--- src/rtl/cory_pkg.sv ---
// Shared constants for the cory valid/ready building blocks: skid-slice state
// encodings ({skid_v, main_v}) and the occupancy counter width.
package cory_pkg;

  localparam logic [1:0] ST_EMPTY = 2'b00;
  localparam logic [1:0] ST_ONE   = 2'b01;
  localparam logic [1:0] ST_FULL  = 2'b11;

  localparam int CNT_W = 2;

endpackage : cory_pkg

--- src/rtl/cory_dff_en.sv ---
// N-bit register with load enable and asynchronous active-low clear.
module cory_dff_en #(
  parameter int N = 8
) (
  input  logic         clk,
  input  logic         reset_n,
  input  logic         en_i,
  input  logic [N-1:0] d_i,
  output logic [N-1:0] q_o
);

  // NOTE: sequential state uses non-blocking (<=) so every flop samples pre-edge values.
  always_ff @(posedge clk or negedge reset_n) begin
    if (!reset_n) begin
      q_o <= '0;
    end else if (en_i) begin
      q_o <= d_i;
    end
  end

endmodule : cory_dff_en

--- src/rtl/cory_skid.sv ---
// Two-entry valid/ready register slice: every output comes straight from a flop,
// cutting both the forward valid/data path and the backward ready path.
module cory_skid
  import cory_pkg::*;
#(
  parameter int N = 8
) (
  input  logic             clk,
  input  logic             reset_n,
  input  logic             i_a_v,
  input  logic [N-1:0]     i_a_d,
  output logic             o_a_r,
  output logic             o_z_v,
  output logic [N-1:0]     o_z_d,
  input  logic             i_z_r,
  output logic [CNT_W-1:0] o_cnt
);

  logic [1:0]   state_q, state_d;
  logic         a_r_q;
  logic         main_v, skid_v;
  logic         up_xfer, dn_xfer;
  logic         main_en, main_from_skid, skid_en;
  logic [N-1:0] main_d, skid_q, main_q;

  assign main_v  = state_q[0];
  assign skid_v  = state_q[1];
  assign up_xfer = i_a_v & a_r_q;
  assign dn_xfer = main_v & i_z_r;

  // NOTE: every always_comb output gets a default first, so no path can infer a latch.
  always_comb begin
    state_d        = state_q;
    main_en        = 1'b0;
    main_from_skid = 1'b0;
    skid_en        = 1'b0;
    case (state_q)
      ST_EMPTY: begin
        if (up_xfer) begin
          main_en = 1'b1;
          state_d = ST_ONE;
        end
      end
      ST_ONE: begin
        if (up_xfer && dn_xfer) begin
          main_en = 1'b1;
        end else if (up_xfer) begin
          skid_en = 1'b1;
          state_d = ST_FULL;
        end else if (dn_xfer) begin
          state_d = ST_EMPTY;
        end
      end
      ST_FULL: begin
        // Ready is low here, so only the downstream side can move.
        if (dn_xfer) begin
          main_en        = 1'b1;
          main_from_skid = 1'b1;
          state_d        = ST_ONE;
        end
      end
      default: state_d = ST_EMPTY;
    endcase
  end

  assign main_d = main_from_skid ? skid_q : i_a_d;

  // Ready is a dedicated flop holding ~skid_v so it leaves the block without logic.
  always_ff @(posedge clk or negedge reset_n) begin
    if (!reset_n) begin
      state_q <= ST_EMPTY;
      a_r_q   <= 1'b1;
    end else begin
      state_q <= state_d;
      a_r_q   <= ~state_d[1];
    end
  end

  cory_dff_en #(.N(N)) u_main (
    .clk     (clk),
    .reset_n (reset_n),
    .en_i    (main_en),
    .d_i     (main_d),
    .q_o     (main_q)
  );

  cory_dff_en #(.N(N)) u_skid (
    .clk     (clk),
    .reset_n (reset_n),
    .en_i    (skid_en),
    .d_i     (i_a_d),
    .q_o     (skid_q)
  );

  assign o_a_r = a_r_q;
  assign o_z_v = main_v;
  assign o_z_d = main_q;
  assign o_cnt = CNT_W'(main_v) + CNT_W'(skid_v);

endmodule : cory_skid

--- config.mk ---
export PLATFORM = sky130hd
export DESIGN_NAME = cory_skid
export DESIGN_NICKNAME = d
export VERILOG_FILES = /design/src/rtl/cory_pkg.sv /design/src/rtl/cory_dff_en.sv /design/src/rtl/cory_skid.sv
export SDC_FILE = /design/constraint.sdc
export NUM_CORES = 1
export LEC_CHECK = 0
export BUFFER_PORTS_ARGS = -buffer_cell sky130_fd_sc_hd__buf_2
export CAP_MARGIN = 20
export CORE_UTILIZATION = 45
export DETAILED_ROUTE_END_ITERATION = 6
export PLACE_DENSITY = 0.76
export SETUP_SLACK_MARGIN = 0.3
export SYNTH_ARGS = -nofsm -noshare
export SYNTH_HDL_FRONTEND = slang
export SYNTH_SLANG_ARGS = --single-unit
--- constraint.sdc ---
create_clock -name clk -period 1.95 [get_ports clk]
set_input_delay 0 -clock clk [delete_from_list [all_inputs] [get_ports clk]]
set_output_delay 0 -clock clk [all_outputs]
set_load 0.005 [all_outputs]
---- Yosys cells after proc, flatten, opt, wreduce, memory -nomap -nowiden ----
Index checks and enable logic that the tools add are counted.
word-level totals
  word-level logic and storage cells ...... 32
  bits of input ports ..................... 12
  register bits ........................... 19
operators by class
  add/subtract/negate cells ............... 1
  multiplexer cells ....................... 14
  reductions and logical operators ........ 3
  equality and inequality tests ........... 6
  bitwise logic cells ..................... 3
operator list
  kind                  number
  $mux W2               5
  $mux W8               1
  $mux W1               6
  $ne A2 B2 Y1 const B  3
  $pmux W2 S3           1
  $reduce_and A4 Y1     1
  $ne A3 B3 Y1 const B  1
  $pmux W1 S3           1
  $add A1 B1 Y2         1
  $and A1 B1 Y1         2
  $eq A2 B1 Y1 const B  1
  $eq A2 B2 Y1 const B  1
  $logic_not A2 Y1      1
  $logic_and A1 B1 Y1   1
  $not A1 Y1            1

---- Longest topological paths before layout ----
  depth in word-level cells ............... 6
  gate-level depth with buffers ........... 5
  mapped depth without buffers ............ 5

---- Cells and area by module ----
Synthesis repeated with hierarchy kept, for this count alone.
unflattened totals
  cell total of the unflattened synthesis .. 70
  area, all modules ....................... 1033.5 um^2
modules (own cells, without submodules)
  module       area an instance (um^2)  cells each  times used
  cory_dff_en  331.6                    17          2
  cory_skid    370.4                    36          1

---- Worst setup path before layout ----
Ideal clock, no wire load.
  kind .................................... flip-flop to flip-flop
  from .................................... reg state_q[0]
  to ...................................... reg u_main.q_o[0]
  library setup time ...................... 125 ps
  stages on the path, launching flop included .. 6
  slack ................................... 118 ps
  arrival ................................. 1708 ps
  cells stage by stage .................... dfrtp_1 inv_1 ha_1 nand4b_1 o211ai_4 mux2_2
between the ends
  cells in the longest elaborated chain, start to end .. 4
  elaborated cells on any way between the ends .. 10
  those cells by class .................... 2 x eq/ne; 5 x mux; 1 x bitwise; 2 x reduce/logical
RTL lines
  item                                            RTL line                          text
  start, declared                                 cory_skid.sv:19                   logic [1:0] state_q, state_d;
  start signal, assigned                          cory_skid.sv:74                   state_q <= state_d;
  $and A1 B1 Y1                                   cory_skid.sv:29                   assign dn_xfer = main_v & i_z_r;
  $logic_and A1 B1 Y1 or $mux W1 (tied branches)  cory_skid.sv:45, cory_skid.sv:56
  $mux W1, on equally long branches               cory_skid.sv:45, cory_skid.sv:37
  $pmux W1 S3 or $mux W8 (tied branches)          cory_skid.sv:37, cory_skid.sv:66
  end signal, assigned                            cory_dff_en.sv:17                 q_o <= d_i;
  end, declared                                   cory_dff_en.sv:9                  output logic [N-1:0] q_o
Several ways; a longest one is shown, not always the timed one.
A chain may end at the register's enable or synchronous reset.

---- Worst setup path after layout ----
  from .................................... reg state_q[0]
  to ...................................... reg u_main.q_o[5]
Same word-level chain as after synthesis.

==> results.json <==
{
  "status": "finished, final reports clean",
  "grt-ovfl-total": 0,
  "hold_violations": 0,
  "nFillCells": 142,
  "placed_area_um2": 1180,
  "worst_slew_pin_slew_ns": 0.537,
  "dieArea_um2": 2410,
  "ir_worst_vdd_uv": 851,
  "viasPerCell": 5.18,
  "synth_adder_area_share": 0.0503,
  "synthesis.area_um2": 996,
  "core_area_um2": 2020,
  "setup_slack_ns": 0.269,
  "cp-start-kind": "flop",
  "ys_warn_count": 0,
  "dr.pass1.iters": 2,
  "numCtsBuffers": 3,
  "ioPinCount": 24,
  "end_kind": "flop",
  "ys_seq_area_frac": 0.479,
  "fin_crit_ns": 1.68,
  "gp_congestion": 0.797,
  "syn_avg_cell_area_um2": 13.6,
  "cp.required_ns": 2.13,
  "period_share": 0.862,
  "critPathMaxFanout": 8,
  "grt_max_degree": 20,
  "p_leak_nw": 0.608,
  "synth_compound_area_frac": 0.0967,
  "total_power_mw": 2.11,
  "r2r_setup_slack_ns": 0.27,
  "synthXorXnorAreaFrac": 0,
  "cts_tree": "done",
  "synth_top_family_by_area": "multiplexers",
  "finalSetupViolCount": 0,
  "layout.nets": 131,
  "final_antenna_net_count": 0,
  "dp.final_hpwl_mm": 1.36,
  "ys_top_cells_by_area": "dfrtp_1 45%, mux2_2 27%, ha_1 5.0%, dfstp_2 2.6%, nand4b_1 2.6%",
  "drc": 0,
  "ys_seq_elements": 19,
  "post_drt_wl_per_cell_um": 14.9,
  "diodes": 0,
  "synth_top_area_frac": 0.452,
  "drive_above_1_share": 0.623,
  "synthCells": 73,
  "max_clock_freq_mhz": 595,
  "synth-simple-area-share": 0.0829,
  "cp.arrival_ns": 1.86,
  "layout.cells.most_common": "buf_2",
  "min-delay-path-class": "in -> async",
  "wirelength_mm": 2.10,
  "syn-num-nets": 89,
  "instances_no_fill": 141,
  "clock_path_buffers": 2,
  "drv_slew": 0,
  "fin_area_um2": 1390,
  "yosys.area.top_type": "dfrtp_1",
  "drt_first_iter_violations": 5,
  "die_x_um": 49.0,
  "power_density_nw_per_um2": 1520,
  "antenna_found_initial": 0,
  "synth_cell_type_count": 24,
  "grt_pass1_vias": 748,
  "grt_pass1_wl_mm": 3.47,
  "cts_root_buf": "clkbuf_4",
  "rows": 16,
  "most-common-layout-cells": "23 x buf_2, 16 x mux2_2, 16 x dfrtp_1",
  "relSlewSlack": 0.632,
  "syn2layout_area_growth_pct": 40.0,
  "setup-tns-final_ns": 0,
  "clk_pin_slew_worst_paths_ns": 0.11,
  "start_util": 0.493,
  "dp_cells": 122,
  "rsz0062_at_grt": "true",
  "clock_sinks": 19,
  "die_h_um": 49.0,
  "drv_cap": 0,
  "fin_skew_ns": 0.00139,
  "vias": 731,
  "dp_slack_ns": 0.0626,
  "grt_util_all_layers": 0.193,
  "worstSetupPathType": "reg -> reg",
  "io_buffers": 23,
  "synthMuxAreaShare": 0.271,
  "h-tree-depth": 1,
  "clkLatencyLatePin_ns": 0.29
}
## power by group
group          internal [mW]  switching [mW]  total (mW)
sequential             0.610           0.143       0.753
clock                 0.0762           0.118       0.194
combinational          0.695           0.469        1.16
## area by class of cell
type	instances	area [um2]	share of cell area
Timing Repair Buffer	38	263	0.189
Inverter	4	15.0	0.0108
Clock buffer	3	22.5	0.0162
Clock inverter	1	5.00	0.00359
Multi-Input combinational cell	49	576	0.413
Sequential cell	19	479	0.344
Tap cell	27	33.8	0.0242
## final timing paths
path                                            from                         to  cells after the start
setup / recovery              state_q[0]$_DFFE_PN0P_  u_main.q_o[5]$_DFFE_PN0P_                      5
hold / removal                               reset_n  u_skid.q_o[7]$_DFFE_PN0P_                      2
setup reg to reg              state_q[0]$_DFFE_PN0P_  u_main.q_o[5]$_DFFE_PN0P_                      5
hold reg to reg            u_skid.q_o[7]$_DFFE_PN0P_  u_skid.q_o[7]$_DFFE_PN0P_                      1
max in group asynchronous                    reset_n            o_a_r$_DFF_PN1_                      2
min in group clk                               i_a_v     state_q[0]$_DFFE_PN0P_                      4
## state kept, by name, indices dropped and copies added (netlist names)
register / flops
u_main.q_o: 8
u_skid.q_o: 8
o_a_r: 1
state_q: 2
## routing by layer
layer,vias up,part of all wire,track usage
li1,359,-,-
met1,358,0.46,0.243
met2,12,0.51,0.340
met3,2,0.023,0.0280
met4,0,0.0062,0.0588
met5,-,0,0
## logic make-up (layout without fill, tap and decap cells)
kind of cell | Yosys count | after routing
muxes | 24 | 24
DFF | 19 | 19
AOI/OAI and AO/OA | 11 | 11
and+or+nand+nor | 10 | 10
buffers and inverters | 5 | 46
adders and majority gates | 4 | 4
## synthesized netlist by cell type
cell       number
nand4b_1        3
o22ai_1         1
a211oi_1        1
nor3b_1         1
nand3_2         1
nand3_1         1
o21ai_0         1
dfstp_2         1
clkbuf_2        1
nand3_4         1
a22oi_1         1
a211o_1         1
inv_1           4
o21a_1          1
o211ai_4        1
a2111oi_0       2
and2_1          1
mux2_2         24
ha_1            4
nand2_1         1
a31oi_1         1
nand2_2         1
a2bb2oi_1       1
dfrtp_1        18
## metrics by stage
stage          hold slack (ns)  utilization
2_1_floorplan           -0.296            -
3_3_place_gp           -0.0473        0.585
3_5_place_dp           -0.0379        0.585
6_report                 0.162        0.689
5_1_grt                  0.184        0.689
4_1_cts                  0.164        0.682
## critical path, stage by stage (launching register included)
cell,delay [ns]
dfrtp_2,0.46
buf_4,0.16
ha_4,0.19
nand3_4,0.15
mux2_2,0.36
mux2_4,0.26
## timing repair
item | 4_1_cts | 5_1_grt
buffers inserted | 5 | 1
pin swaps | 1 | 0
hold buffers | 9 | 0
setup endpoints to repair | 8 | 17
gates resized for setup | 6 | 3
endpoints found under the hold margin | 27 | 0
Note: power is estimated with default switching activity, not from simulation.
